**config.mk**
```make
export PLATFORM = sky130hd
export DESIGN_NAME = jt12_mod_pipe_flat
export DESIGN_NICKNAME = d
export VERILOG_FILES = /design/src/rtl/jt12_mod_pipe_if.sv /design/src/rtl/jt12_mod_pipe.sv /design/src/flat_wrapper.sv
export SDC_FILE = /design/constraint.sdc
export NUM_CORES = 1
export LEC_CHECK = 0
export BUFFER_PORTS_ARGS = -buffer_cell sky130_fd_sc_hd__buf_2
export CAP_MARGIN = 20
export CORE_ASPECT_RATIO = 1.2
export CORE_UTILIZATION = 61
export DETAILED_ROUTE_END_ITERATION = 12
export GPL_ROUTABILITY_DRIVEN = 0
export PLACE_DENSITY = 0.78
export SETUP_SLACK_MARGIN = 0.3
export SYNTH_ARGS = -nofsm -noshare
export SYNTH_HDL_FRONTEND = slang
export SYNTH_SLANG_ARGS = --single-unit
```
**constraint.sdc**
```tcl
create_clock -name clk -period 6 [get_ports clk]
set_input_delay 0.9 -clock clk [delete_from_list [all_inputs] [get_ports clk]]
set_output_delay 0.9 -clock clk [all_outputs]
set_load 0.01 [all_outputs]
```
**src/rtl/jt12_mod_pipe_if.sv**
```systemverilog
// Slot-interface bundle for jt12_mod_pipe: the operator pipeline drives the slot
// inputs, and the modulation engine returns the registered modulation and slot position.
interface jt12_mod_pipe_if #(
    parameter int OPW = 14,
    parameter int NCH = 6
);
    localparam int CHW = (NCH > 1) ? $clog2(NCH) : 1;

    logic                  clk_en;
    logic [2:0]            alg;
    logic [2:0]            fb;
    logic signed [OPW-1:0] op_result;
    logic signed [OPW:0]   mod_out;
    logic [CHW-1:0]        cur_ch;
    logic [1:0]            cur_stage;
    logic                  zero;
    logic                  mod_valid;

    modport master (
        output clk_en, alg, fb, op_result,
        input  mod_out, cur_ch, cur_stage, zero, mod_valid
    );

    modport slave (
        input  clk_en, alg, fb, op_result,
        output mod_out, cur_ch, cur_stage, zero, mod_valid
    );
endinterface

```
**src/rtl/jt12_mod_pipe.sv**
```systemverilog
// FM operator-modulation engine: walks the slot sequence, keeps per-channel operator history
// and registers the phase-modulation input per algorithm. Macro JT12_MOD_CLAMP_EN enables clamping.
module jt12_mod_pipe #(
    parameter int OPW     = 14,
    parameter int NCH     = 6,
    parameter int FBSHIFT = 10
) (
    input  logic           clk,
    input  logic           rst,
    jt12_mod_pipe_if.slave bus
);
    localparam int CHW = (NCH > 1) ? $clog2(NCH) : 1;
    localparam logic [CHW-1:0] LAST_CH = CHW'(NCH - 1);

    // Hardware slot order within one sample.
    typedef enum logic [1:0] {S1 = 2'd0, S3 = 2'd1, S2 = 2'd2, S4 = 2'd3} stage_t;

    stage_t         stage;
    logic [CHW-1:0] ch;
    stage_t         nxt_stage, prv_stage;
    logic [CHW-1:0] nxt_ch, prv_ch;

    logic signed [OPW-1:0] h0  [NCH];
    logic signed [OPW-1:0] h1  [NCH];
    logic signed [OPW-1:0] op2 [NCH];
    logic signed [OPW-1:0] op3 [NCH];

    logic signed [OPW:0] mod_q, mod_nxt, sum;
    logic signed [OPW:0] x_h0, x_h1, x_op2, x_op3;
    logic [5:0]          fb_shift;
    logic                mod_valid_q;

    always_comb begin
        nxt_ch    = (ch == LAST_CH) ? '0 : ch + 1'b1;
        nxt_stage = (ch == LAST_CH) ? stage_t'(stage + 2'd1) : stage;
        prv_ch    = (ch == '0) ? LAST_CH : ch - 1'b1;
        prv_stage = (ch == '0) ? stage_t'(stage - 2'd1) : stage;
    end

    // Operands are read for the slot about to start; the channel written this cycle is a different one.
    always_comb begin
        x_h0     = {h0[nxt_ch][OPW-1], h0[nxt_ch]};
        x_h1     = {h1[nxt_ch][OPW-1], h1[nxt_ch]};
        x_op2    = {op2[nxt_ch][OPW-1], op2[nxt_ch]};
        x_op3    = {op3[nxt_ch][OPW-1], op3[nxt_ch]};
        fb_shift = 6'(FBSHIFT) - {3'b000, bus.fb};
        sum      = '0;
        case (nxt_stage)
            S1: if (bus.fb != 3'd0) sum = (x_h0 + x_h1) >>> fb_shift;
            S3: case (bus.alg)
                    3'd0, 3'd2: sum = x_op2;
                    3'd1:       sum = x_h0 + x_op2;
                    3'd5:       sum = x_h0;
                    default:    sum = '0;
                endcase
            S2: case (bus.alg)
                    3'd0, 3'd3, 3'd4, 3'd5, 3'd6: sum = x_h0;
                    default:                      sum = '0;
                endcase
            S4: case (bus.alg)
                    3'd0, 3'd1, 3'd4: sum = x_op3;
                    3'd2:             sum = x_h0 + x_op3;
                    3'd3:             sum = x_op2 + x_op3;
                    3'd5:             sum = x_h0;
                    default:          sum = '0;
                endcase
            default: sum = '0;
        endcase
    end

`ifdef JT12_MOD_CLAMP_EN
    localparam logic signed [OPW:0] MOD_MAX = {2'b00, {(OPW-1){1'b1}}};
    localparam logic signed [OPW:0] MOD_MIN = {2'b11, {(OPW-1){1'b0}}};

    always_comb begin
        if (sum > MOD_MAX)      mod_nxt = MOD_MAX;
        else if (sum < MOD_MIN) mod_nxt = MOD_MIN;
        else                    mod_nxt = sum;
    end
`else
    assign mod_nxt = sum;
`endif

    always_ff @(posedge clk) begin
        if (rst) begin
            stage       <= S1;
            ch          <= '0;
            mod_q       <= '0;
            mod_valid_q <= 1'b0;
            // NOTE: history is cleared on reset because a mid-sample reset must discard it.
            for (int i = 0; i < NCH; i++) begin
                h0[i]  <= '0;
                h1[i]  <= '0;
                op2[i] <= '0;
                op3[i] <= '0;
            end
        end else if (bus.clk_en) begin
            stage       <= nxt_stage;
            ch          <= nxt_ch;
            mod_q       <= mod_nxt;
            mod_valid_q <= 1'b1;
            // op_result belongs to the slot that just ended.
            case (prv_stage)
                S1: begin
                    h1[prv_ch] <= h0[prv_ch];
                    h0[prv_ch] <= bus.op_result;
                end
                S2:      op2[prv_ch] <= bus.op_result;
                S3:      op3[prv_ch] <= bus.op_result;
                default: ;
            endcase
        end
    end

    assign bus.mod_out   = mod_q;
    assign bus.mod_valid = mod_valid_q;
    assign bus.cur_ch    = ch;
    assign bus.cur_stage = stage;
    assign bus.zero      = (stage == S1) && (ch == '0);
endmodule

```
**src/flat_wrapper.sv**
```systemverilog
// flat-port wrapper written by rule: the top's interface ports become plain ports
module jt12_mod_pipe_flat 
#(
    parameter int OPW     = 14,
    parameter int NCH     = 6,
    parameter int FBSHIFT = 10
)
  (clk, rst, bus_clk_en, bus_alg, bus_fb, bus_op_result, bus_mod_out, bus_cur_ch, bus_cur_stage, bus_zero, bus_mod_valid);
  jt12_mod_pipe_if #(.OPW(OPW), .NCH(NCH)) bus_i ();
  input  logic clk;
  input  logic rst;
  input wire logic [$bits(bus_i.clk_en)-1:0] bus_clk_en;
  input wire logic [$bits(bus_i.alg)-1:0] bus_alg;
  input wire logic [$bits(bus_i.fb)-1:0] bus_fb;
  input wire logic [$bits(bus_i.op_result)-1:0] bus_op_result;
  output wire logic [$bits(bus_i.mod_out)-1:0] bus_mod_out;
  output wire logic [$bits(bus_i.cur_ch)-1:0] bus_cur_ch;
  output wire logic [$bits(bus_i.cur_stage)-1:0] bus_cur_stage;
  output wire logic [$bits(bus_i.zero)-1:0] bus_zero;
  output wire logic [$bits(bus_i.mod_valid)-1:0] bus_mod_valid;
  assign bus_i.clk_en = bus_clk_en;
  assign bus_i.alg = bus_alg;
  assign bus_i.fb = bus_fb;
  assign bus_i.op_result = bus_op_result;
  assign bus_mod_out = bus_i.mod_out;
  assign bus_cur_ch = bus_i.cur_ch;
  assign bus_cur_stage = bus_i.cur_stage;
  assign bus_zero = bus_i.zero;
  assign bus_mod_valid = bus_i.mod_valid;
  jt12_mod_pipe #(.OPW(OPW), .NCH(NCH), .FBSHIFT(FBSHIFT)) u_core (.clk(clk), .rst(rst), .bus(bus_i));
endmodule
```
# Word level (Yosys, flattened, before mapping)
# Memories as Yosys holds them, arrays and structs flattened.
# Index checks and enable logic that the tools add are counted.
[totals]
mem_count = 4
inputBits = 23
wordCells = 79
regBits = 21
latchBits = 0
romBits = 0
mem_bits_rw = 336
output_inout_bits = 22
[classes]
n_lt_le_gt_ge = 0
div_mod_pow = 0
n_shift = 1
n_reduce_logical = 14
n_mux = 35
bitwise = 0
n_mul = 0
n_eq_ne = 12
add_sub_neg = 9
[memory_table]
columns = ["memory", "words", "word_bits", "rd", "rd_ports_with_merged_regs", "wr", "line", "source"]
rows = [
  ["u_core.h0", 6, 14, 2, 0, 6, "jt12_mod_pipe.sv:23", "logic signed [OPW-1:0] h0 [NCH];"],
  ["u_core.h1", 6, 14, 1, 0, 6, "jt12_mod_pipe.sv:24", "logic signed [OPW-1:0] h1 [NCH];"],
  ["u_core.op2", 6, 14, 1, 0, 6, "jt12_mod_pipe.sv:25", "logic signed [OPW-1:0] op2 [NCH];"],
  ["u_core.op3", 6, 14, 1, 0, 6, "jt12_mod_pipe.sv:26", "logic signed [OPW-1:0] op3 [NCH];"],
]
[ops]
columns = ["op", "count"]
rows = [
  ["$pmux 15 s4", 2],
  ["$add 14x14->15", 4],
  ["$mux 14", 4],
  ["$reduce_or 14->1", 4],
  ["$pmux 15 s3", 1],
  ["$mux 15", 2],
  ["$mux 1", 18],
  ["$mux 3", 6],
  ["$sshr 15x6->15", 1],
  ["$eq 3x3->1 const B", 4],
  ["$eq 2x2->1 const B", 3],
  ["$eq 3x2->1 const B", 2],
  ["$logic_not 2->1", 3],
  ["$logic_not 3->1", 2],
  ["$reduce_or 5->1", 1],
  ["$sub 4x3->5 const A", 1],
  ["$eq 2x1->1 const B", 2],
  ["$mux 2", 2],
  ["$add 3x1->3 const B", 1],
  ["$eq 3x1->1 const B", 1],
  ["$reduce_bool 3->1", 1],
  ["$reduce_or 3->1", 1],
  ["$sub 3x1->3 const B", 1],
  ["$add 2x1->2 const B", 1],
  ["other kinds (3)", 3],
]

# Logic depth before layout (Yosys ltp)
# Gate-level depths: netlist of run 1.
[depth]
depth_word = 9
ltp_mapped = 20
ltp_nobuf = 18

# Least setup slack after synthesis of run 1
# Ideal clock, no wire load.
[synth_path]
path_kind = "flip-flop to flip-flop"
from = "reg u_core.ch[1], in the netlist u_core.bus.cur_ch[1]"
to = "reg u_core.mod_q[8], in the netlist u_core.bus.mod_out[8]"
path_stages_with_launch = 18
t_required_ns = 5.914
t_arrival_ns = 4.742
setup_time_ns = 0.086
setup_slack_ns = 1.173
synth_period_minus_slack_ns = 4.827
path_buffers = 6
cell_sequence = "dfxtp_1 buf_2 buf_2 buf_2 buf_2 buf_2 buf_2 mux2i_1 a221oi_1 ha_1 a211oi_2 nor4_4 o41a_2 xnor2_1 mux2_2 mux4_2 nand2b_4 a211oi_1"
[synth_via]
elab_chain_len = 7
word_cells_on_any_way = 22
cone_classes = "5 x add/sub; 4 x eq/ne; 1 x shift; 7 x mux; 1 x reduce/logical; 4 x memory"
[synth_rtl]
columns = ["element", "line", "source"]
rows = [
  ["from (decl)", "jt12_mod_pipe.sv:19", "logic [CHW-1:0] ch;"],
  ["from (signal assigned)", "jt12_mod_pipe.sv:99", "ch <= nxt_ch;"],
  ["$add 3x1->3 / $eq 3x3->1 (equally long branches)", "jt12_mod_pipe.sv:34, jt12_mod_pipe.sv:35", ""],
  ["$mux 3", "jt12_mod_pipe.sv:34", "nxt_ch = (ch == LAST_CH) ? '0 : ch + 1'b1;"],
  ["$mem_v2 6x14 (on tied branches)", "-", ""],
  ["$add 14x14->15", "jt12_mod_pipe.sv:49", "S1: if (bus.fb != 3'd0) sum = (x_h0 + x_h1) >>> fb_shift;"],
  ["$sshr 15x6->15", "jt12_mod_pipe.sv:49", ""],
  ["$mux 15", "jt12_mod_pipe.sv:49", ""],
  ["$pmux 15 s4 *", "jt12_mod_pipe.sv:48", "case (nxt_stage)"],
  ["to (signal assigned)", "jt12_mod_pipe.sv:100", "mod_q <= mod_nxt;"],
  ["to (decl)", "jt12_mod_pipe.sv:28", "logic signed [OPW:0] mod_q, mod_nxt, sum;"],
]
# Mark *: on every way between the ends. The rest lies on a longest branch, timed or not.
# A chain may end at the register's enable or synchronous reset.

# Worst setup path after layout of run 1
# Ends and elaborated chain as after synthesis.

==> Flow_metrics.wiki, run 1 <==
{| class="wikitable"
! Metric !! Value
|-
| Result of the run || completed
|-
| IO Pins || 45
|-
| Async set-or-reset flop fraction in the synthesized netlist || 0%
|-
| CP required || ~6500 ps
|-
| Post-synthesis sequential area ratio || 54.63%
|-
| Unrepaired setup endpoints after global routing || false
|-
| Clock slew at the register clock pins of the worst setup and hold paths || around 60 ps
|-
| CP dominant cell by count || mux2i_1
|-
| Clock root buffer || clkbuf_16
|-
| Cell count after synthesis || approximately 2,200
|-
| Initial standard-cell utilization of the core || 62.12%
|-
| Layout cells sized above 1 || between 10% and 20%
|-
| Hold Vio Cnt, Final || 0
|-
| Overall track demand over capacity in global routing || between 30 and 40%
|-
| Slowest CP cell || o41ai_2
|-
| Number of antenna violations at the first check in global routing || 5
|-
| Die X-Extent || 181.5 um
|-
| Worst path arrival time || between 5000 and 6000 ps
|-
| Total instance count after detailed placement || 2,639
|-
| Post-Syn Nets || about 2,300
|-
| Number of violations reported at the end of detailed-routing iteration 0 || approximately 2,300
|-
| Mean number of vias per cell || between 6 and 7
|-
| Half-perimeter wire length after placement || ~47,000 um
|-
| Register-to-register setup slack || roughly 800 ps
|-
| Maximum clock skew at final layout || about 25 ps
|-
| Kind of critical path || reg -> reg
|-
| Final count of pins violating max slew || 0
|-
| Count of standard-cell rows || 78
|-
| Die Outline Area || between 30,000 and 40,000 um2
|-
| Buffers inserted during post-CTS setup optimization || 0
|-
| Number of cell instances on the worst register-to-register path || 15
|-
| Placeable core area || 37,960 um2
|-
| DR WL/cell || between 20 and 30 um
|-
| Sum of negative setup slack || 0 ps
|-
| Highest-count cells in the layout ignoring fill and taps || edfxtp_1, nor2_1, nand2_1
|-
| Die height || 217.4 um
|-
| Reg2Reg Launch Point || u_core.bus.cur_ch[1]$_SDFFE_PP0P_
|-
| Timing startpoint of the critical path || u_core.bus.cur_ch[1]$_SDFFE_PP0P_
|-
| Critical-path cell list || or3b_1, nand2_2, buf_4, mux2i_1, a221o_1, inv_1, ha_1, nand3_1, a21oi_1, o41ai_2, mux2i_1, mux2i_2, mux4_2, nand2b_4, a211oi_1
|-
| Yosys warning count || 0
|-
| Syn Area/Cell || between 10 and 15 um2
|-
| Transition time at the pin with the least slew margin || ~1100 ps
|-
| Worst ir drop on vdd || roughly 250 uV
|-
| Worst-case clock buffer depth || 3
|-
| Iteration count of the initial detailed-routing pass || 6
|-
| Cell class contributing the biggest share of worst-path delay || multiplexers
|-
| Dominant synthesized flop cell || edfxtp_1
|-
| Clock tree from TritonCTS || yes
|-
| Static Leak || around 9.5 nW
|-
| Achievable frequency || about 190 MHz
|-
| Post-route fraction of the period consumed by the critical path || 86.62%
|-
| Maximum capacitance violations || 0
|-
| Total Power Consumption || just under 8 mW
|-
| Post-DRT Antenna Nets || 0
|-
| Post-layout worst setup margin || 802.5 ps
|-
| Unique cell type count in the Yosys netlist || 85
|-
| Cell count along the critical path || 15
|-
| Cells resized by post-CTS repair || 0
|-
| Cell area after synthesis || around 24,000 um2
|-
| Buffers and inverters on the worst path || 2
|-
| Critical path launch point type || flip-flop
|-
| Number of buffers added by the clock tree synthesis step || 44
|-
| Total length of routed wires || roughly 70,000 um
|-
| Number of hold buffers added after cts || 0
|-
| Finish-stage setup viols || 0
|-
| PwrDens || 310.2 nW/um2
|-
| Most frequent standard cell in the layout excluding fill and tap cells || edfxtp_1
|-
| Min-delay worst type || reg -> reg
|-
| Worst setup EP type || flip-flop
|-
| Max FO, Critical Path || 36
|-
| Final critical-path required period || roughly 5200 ps
|-
| Longest individual stage delay on the worst path || 530 ps
|-
| Total overflow reported by the global router || 0
|-
| DRC violation count after routing || 0
|-
| Syn-to-layout area delta || 8.606%
|-
| Relative slew slack || approximately 28%
|-
| Buffers on Ports || 44
|-
| Sink count of the clock tree || about 440
|-
| Critical path endpoint || u_core.bus.mod_out[8]$_SDFFE_PP0P_
|-
| Global-route wire length before repair || roughly 100,000 um
|-
| Yosys reg bits || approximately 440
|-
| Maximum number of pins on one net before global-route repair || 46
|-
| Via count || between 15,000 and 20,000
|-
| Fin cells || between 2,000 and 3,000
|-
| Worst reg2reg path endpoint || u_core.bus.mod_out[8]$_SDFFE_PP0P_
|-
| Count of flip-flops with a built-in enable after synthesis || 415
|-
| Net count of the finished layout || ~2,300
|-
| Post-Place Setup Slack || 914.8 ps
|-
| Via count of the first global-routing pass || 18,050
|-
| Skew-Pair Late Insertion Delay || 570 ps
|-
| CTS HTree Levels || 2
|}
[area by class of cell]
cell class / instances / area [um2]
diodes: 2 / 5.005
fillers: 2766 / 12350
repair buffers: 103 / 695.7
clock buffers: 53 / 1135
flip-flops and latches: 436 / 12890
clock inverters: 21 / 211.5
multi-input cells: 1548 / 9796
inverters: 74 / 277.8
well taps: 480 / 600.6
[report_power, final]
part	internal, mW	switching (mW)	leakage, nW
sequential	3.43	0.0515	4.26
clock	1.48	1.16	0.649
combinational	0.661	1.16	4.59
[logic make-up (layout without fill, tap and decap cells)]
group | count (synthesis) | after routing | share of synthesized area [%]
AO/OA/AOI/OAI | 430 | 430 | 12.52
XOR/XNOR | 33 | 33 | 1.226
adder cells (fa/ha/maj) | 49 | 49 | 2.695
buffers and inverters | 217 | 251 | 4.001
flip-flops | 436 | 436 | 54.63
multiplexers | 150 | 150 | 7.831
other | 0 | 2 | 0
AND/OR/NAND/NOR | 886 | 886 | 17.10
[synth_stat cells, drive strengths merged (8+ instances only)]
cell type  instances  area [um2]
o21a               8       60.06
nor2b             17       106.4
clkbuf            95       406.6
o21bai            13       97.59
buf               48       259.0
o211ai            15       112.6
mux4              23       518.0
mux2              43       484.2
inv               73       274.0
xor2              12       105.1
a22oi              9       67.56
o21ai             79       402.9
a311oi            15       131.4
a21oi             87       435.4
nor2             304        1141
mux2i             84       844.6
nand2            279        1050
a221o             11       110.1
or3               11       73.82
o22ai             44       275.3
a211oi            22       185.2
nor3              56       285.3
nand2b            25       163.9
a31oi             16       100.1
ha                46       575.6
xnor2             21       183.9
o31ai              8       60.06
and2              89       558.0
and3              39       244.0
dfxtp             21       420.4
a21o              14       106.4
a221oi            29       254.0
edfxtp           415       12460
or2               16       100.1
nand3             35       175.2
[flip-flops by register name, indices dropped and copies added, names as in the netlist]
signal                cells
u_core.h1                98
u_core.op2              102
u_core.bus.mod_valid      1
u_core.bus.mod_out       15
u_core.op3              103
u_core.bus.cur_ch         3
u_core.h0               112
u_core.bus.cur_stage      2
[metrics by stage]
| step | hold slack [ps] | area, um2 | utilization, % |
|---|---|---|---|
| floorplan | 489.3 | 23580 | - |
| global placement | 446.8 | 24220 | 63.81 |
| detailed placement | 467.4 | 24220 | 63.81 |
| CTS | 481.6 | 25570 | 67.36 |
| global route | 512.2 | 25610 | 67.45 |
| finish | 474.9 | 25610 | 67.46 |
[worst min-delay path by stage]
stage                                             startpoint                                  to  cells after the start
after floorplan            u_core.bus.mod_valid$_SDFFE_PP0P_   u_core.bus.mod_valid$_SDFFE_PP0P_                      2
after global placement     u_core.bus.mod_valid$_SDFFE_PP0P_   u_core.bus.mod_valid$_SDFFE_PP0P_                      2
after detailed placement   u_core.bus.mod_valid$_SDFFE_PP0P_   u_core.bus.mod_valid$_SDFFE_PP0P_                      2
after CTS                  u_core.bus.mod_valid$_SDFFE_PP0P_   u_core.bus.mod_valid$_SDFFE_PP0P_                      2
after global routing      u_core.bus.mod_out[7]$_SDFFE_PP0P_  u_core.bus.mod_out[7]$_SDFFE_PP0P_                      2
final                      u_core.bus.mod_valid$_SDFFE_PP0P_   u_core.bus.mod_valid$_SDFFE_PP0P_                      2
[metal layers]
metal	track usage, %	share of wire, %	wire, um
met5	0	0.037	26
met4	22.88	6.7	4653
met3	8.166	12	8329
met2	57.45	46	32330
met1	42.90	35	24370
[worst reg2reg max path, delay by kind of cell, from the launching register on]
family | cells | cell delay (ps)
multiplexers | 4 | 1240
AO/OA/AOI/OAI | 4 | 1210
AND/OR/NAND/NOR | 4 | 1150
buffers and inverters | 2 | 540
flip-flops | 1 | 500
adder cells (fa/ha/maj) | 1 | 460
(Power assumes the default switching activity.)
==> run 2: changes to the inputs <==
Settings changed: CAP_MARGIN 20 to unset, GPL_ROUTABILITY_DRIVEN 0 to unset, REMOVE_ABC_BUFFERS set to 1.
==> run 2 against run 1 <==
  * Power increased by 1.8%
  * Cell area increased by 0.31%
  * Non-clock buffer count up 4
  * First-iteration DRC count grew 15%
  * Global-route usage grew 2.4 points
  * Clock skew grew 1.2 ps
  * Final cell count is 0.33% higher
  * Sequential share of layout area is 0.16 points lower
  * Largest power group unchanged
  * Combinational power rose by 2%
==> Flow_metrics.wiki, run 2 (synthesis gave the netlist of run 1 again) <==
{| class="wikitable"
! Metric !! Value
|-
| Via count of the first global-routing pass || 18,300 (+1.4%)
|-
| Initial standard-cell utilization of the core || 62.12% (unchanged)
|-
| Result of the run || completed
|-
| Skew-Pair Late Insertion Delay || 580 ps (about the same)
|-
| Post-route fraction of the period consumed by the critical path || 88.85% (+2.2 points)
|-
| IO Pins || 45 (unchanged)
|-
| DRC violation count after routing || 0 (unchanged)
|-
| Hold Vio Cnt, Final || 0 (unchanged)
|-
| Post-DRT Antenna Nets || 0 (unchanged)
|-
| Mean number of vias per cell || 6.826 (+1.3%)
|-
| Maximum capacitance violations || 0 (unchanged)
|-
| Critical path launch point type || flip-flop
|-
| Worst setup EP type || flip-flop
|-
| Max FFs per register || 112 (unchanged)
|-
| Achievable frequency || 187.6 MHz (-2.5%)
|-
| Worst ir drop on vdd || 272.5 uV (+8.9%)
|-
| Via count || 18,610 (+1.6%)
|-
| Unrepaired setup endpoints after global routing || false
|-
| Syn-to-layout area delta || 8.946%
|-
| CTS HTree Levels || 2 (unchanged)
|-
| Final Util || 67.67% (+0.21 points)
|-
| Registers with the highest flip-flop counts || u_core.h0: 112 flops, u_core.op3: 103 flops, u_core.op2: 102 flops
|-
| Max FO, Critical Path || 30 (-17%)
|-
| Sink count of the clock tree || 436 (unchanged)
|-
| Die Outline Area || 39,450 um2 (unchanged)
|-
| Most frequent standard cell in the layout excluding fill and tap cells || edfxtp_1
|-
| Relative slew slack || 3.869% (-24 points)
|-
| Clock tree from TritonCTS || yes
|-
| Min-delay worst type || reg -> reg
|-
| Sum of negative setup slack || 0 ps (unchanged)
|-
| Layout cells sized above 1 || 12.65% (+0.26 points)
|-
| Clock slew at the register clock pins of the worst setup and hold paths || 70 ps (about the same)
|-
| Buffers inserted during post-CTS setup optimization || 0 (unchanged)
|-
| CP required || 6420 ps (-60 ps)
|-
| Kind of critical path || reg -> reg
|-
| Clock root buffer || clkbuf_16
|-
| Iteration count of the initial detailed-routing pass || 6 (unchanged)
|-
| Total length of routed wires || 74,580 um (+7.0%)
|-
| Total overflow reported by the global router || 0 (unchanged)
|-
| Worst path arrival time || 5750 ps (+70 ps)
|-
| Static Leak || 9.531 nW (+0.34%)
|-
| DR WL/cell || 27.36 um (+6.6%)
|-
| Final count of pins violating max slew || 0 (unchanged)
|-
| Number of hold buffers added after cts || 0 (unchanged)
|-
| Die height || 217.4 um (unchanged)
|-
| Finish-stage setup viols || 0 (unchanged)
|-
| Worst-case clock buffer depth || 3 (unchanged)
|-
| Transition time at the pin with the least slew margin || 1431 ps (+354.3 ps)
|-
| Placeable core area || 37,960 um2 (unchanged)
|-
| Number of violations reported at the end of detailed-routing iteration 0 || 2,588 (+15%)
|-
| Count of standard-cell rows || 78 (unchanged)
|-
| Highest-count cells in the layout ignoring fill and taps || edfxtp_1, nor2_1, nand2_1
|-
| Number of antenna violations at the first check in global routing || 5 (unchanged)
|-
| Register with the most flip-flops || u_core.h0
|-
| Half-perimeter wire length after placement || 50,190 um (+7.8%)
|-
| PwrDens || 314.8 nW/um2 (+1.5%)
|-
| Overall track demand over capacity in global routing || 37.87% (+2.4 points)
|-
| Final critical-path required period || 5331 ps (+133.4 ps)
|-
| Cells resized by post-CTS repair || 0 (unchanged)
|-
| Die X-Extent || 181.5 um (unchanged)
|-
| Buffers on Ports || 44 (unchanged)
|-
| Global-route wire length before repair || 110,200 um (+5.2%)
|-
| Maximum clock skew at final layout || 26.63 ps (+1.211 ps)
|-
| Net count of the finished layout || 2,283 (+0.18%)
|-
| Placer Congestion || 0.9758
|-
| Number of buffers added by the clock tree synthesis step || 44 (unchanged)
|-
| Maximum number of pins on one net before global-route repair || 89 (+93%)
|}
## run 2: cell count changes in the layout (fill, tap and decap cells not counted), sizes merged
cell / before / now
buf: 102 / 107
bufinv: 3 / 4
clkbuf: 54 / 49
clkinv: 12 / 21
clkinvlp: 3 / 4
diode: 2 / 1
inv: 77 / 76
## run 2: final cells by class
cell class | instances | area (um2)
sequential | 436 | 12890
fill | 2773 | 12270
multi-input combinational | 1548 | 9804
clock buffer | 49 | 1120
timing repair buffer | 107 | 705.7
tap | 480 | 600.6
clock inverter | 31 | 290.3
inverter | 74 | 277.8
antenna | 1 | 2.502
## run 2: worst max-delay path, cell delays in order, from the launching register on
cell and delay [ps]:
dfxtp_4 590, or3b_1 470, nand2_2 330, buf_4 340
nand2_1 90, and3_1 180, a221o_1 350, mux2i_1 190
ha_1 300, nor2b_1 160, o31ai_1 490, a21oi_1 180
a21o_1 210, a221oi_1 230, o21ai_0 170, a2111oi_0 730
a211oi_1 150
## run 2: metrics by stage
| step | area, um2 | power [mW] | hold WS, ps | setup slack (ps) | cells |
|---|---|---|---|---|---|
| floorplan | 22920 | 4.761 | 487.3 | -2422 | 2058 |
| finish | 25690 | 8.088 | 461.4 | 669.1 | 2726 |
| detailed placement | 24280 | 5.349 | 453.7 | 897.0 | 2645 |
| global route | 25690 | 8.326 | 492.6 | 444.6 | 2725 |
| global placement | 24280 | 5.332 | 444.5 | 1003 | 2645 |
| CTS | 25690 | 8.041 | 468.7 | 872.7 | 2725 |
## run 2: final timing paths
check / start / endpoint / slack (ps) / cells past startpoint
max: u_core.bus.cur_ch[0]$_SDFFE_PP0P_ / u_core.bus.mod_out[8]$_SDFFE_PP0P_ / 670 / 16
min: u_core.bus.mod_valid$_SDFFE_PP0P_ / u_core.bus.mod_valid$_SDFFE_PP0P_ / 460 / 2
max reg2reg: u_core.bus.cur_ch[0]$_SDFFE_PP0P_ / u_core.bus.mod_out[8]$_SDFFE_PP0P_ / 670 / 16
min reg2reg: u_core.bus.mod_valid$_SDFFE_PP0P_ / u_core.bus.mod_valid$_SDFFE_PP0P_ / 460 / 2
## run 2: power breakdown
part           leakage (nW)  total (mW)  internal, mW  switching, mW
sequential             4.26        3.50          3.43         0.0612
combinational          4.59        1.86         0.663           1.19
clock                 0.673        2.74          1.53           1.21
total                  9.53        8.09          5.62           2.46
## run 2: metal layers
metal / vias up / global-route usage (%) / routed length, um
met5: - / 0 / 31
met4: 4 / 23.64 / 4780
met3: 295 / 8.300 / 8711
met2: 1346 / 61.88 / 35340
met1: 8885 / 45.88 / 25720
li1: 8077 / - / -
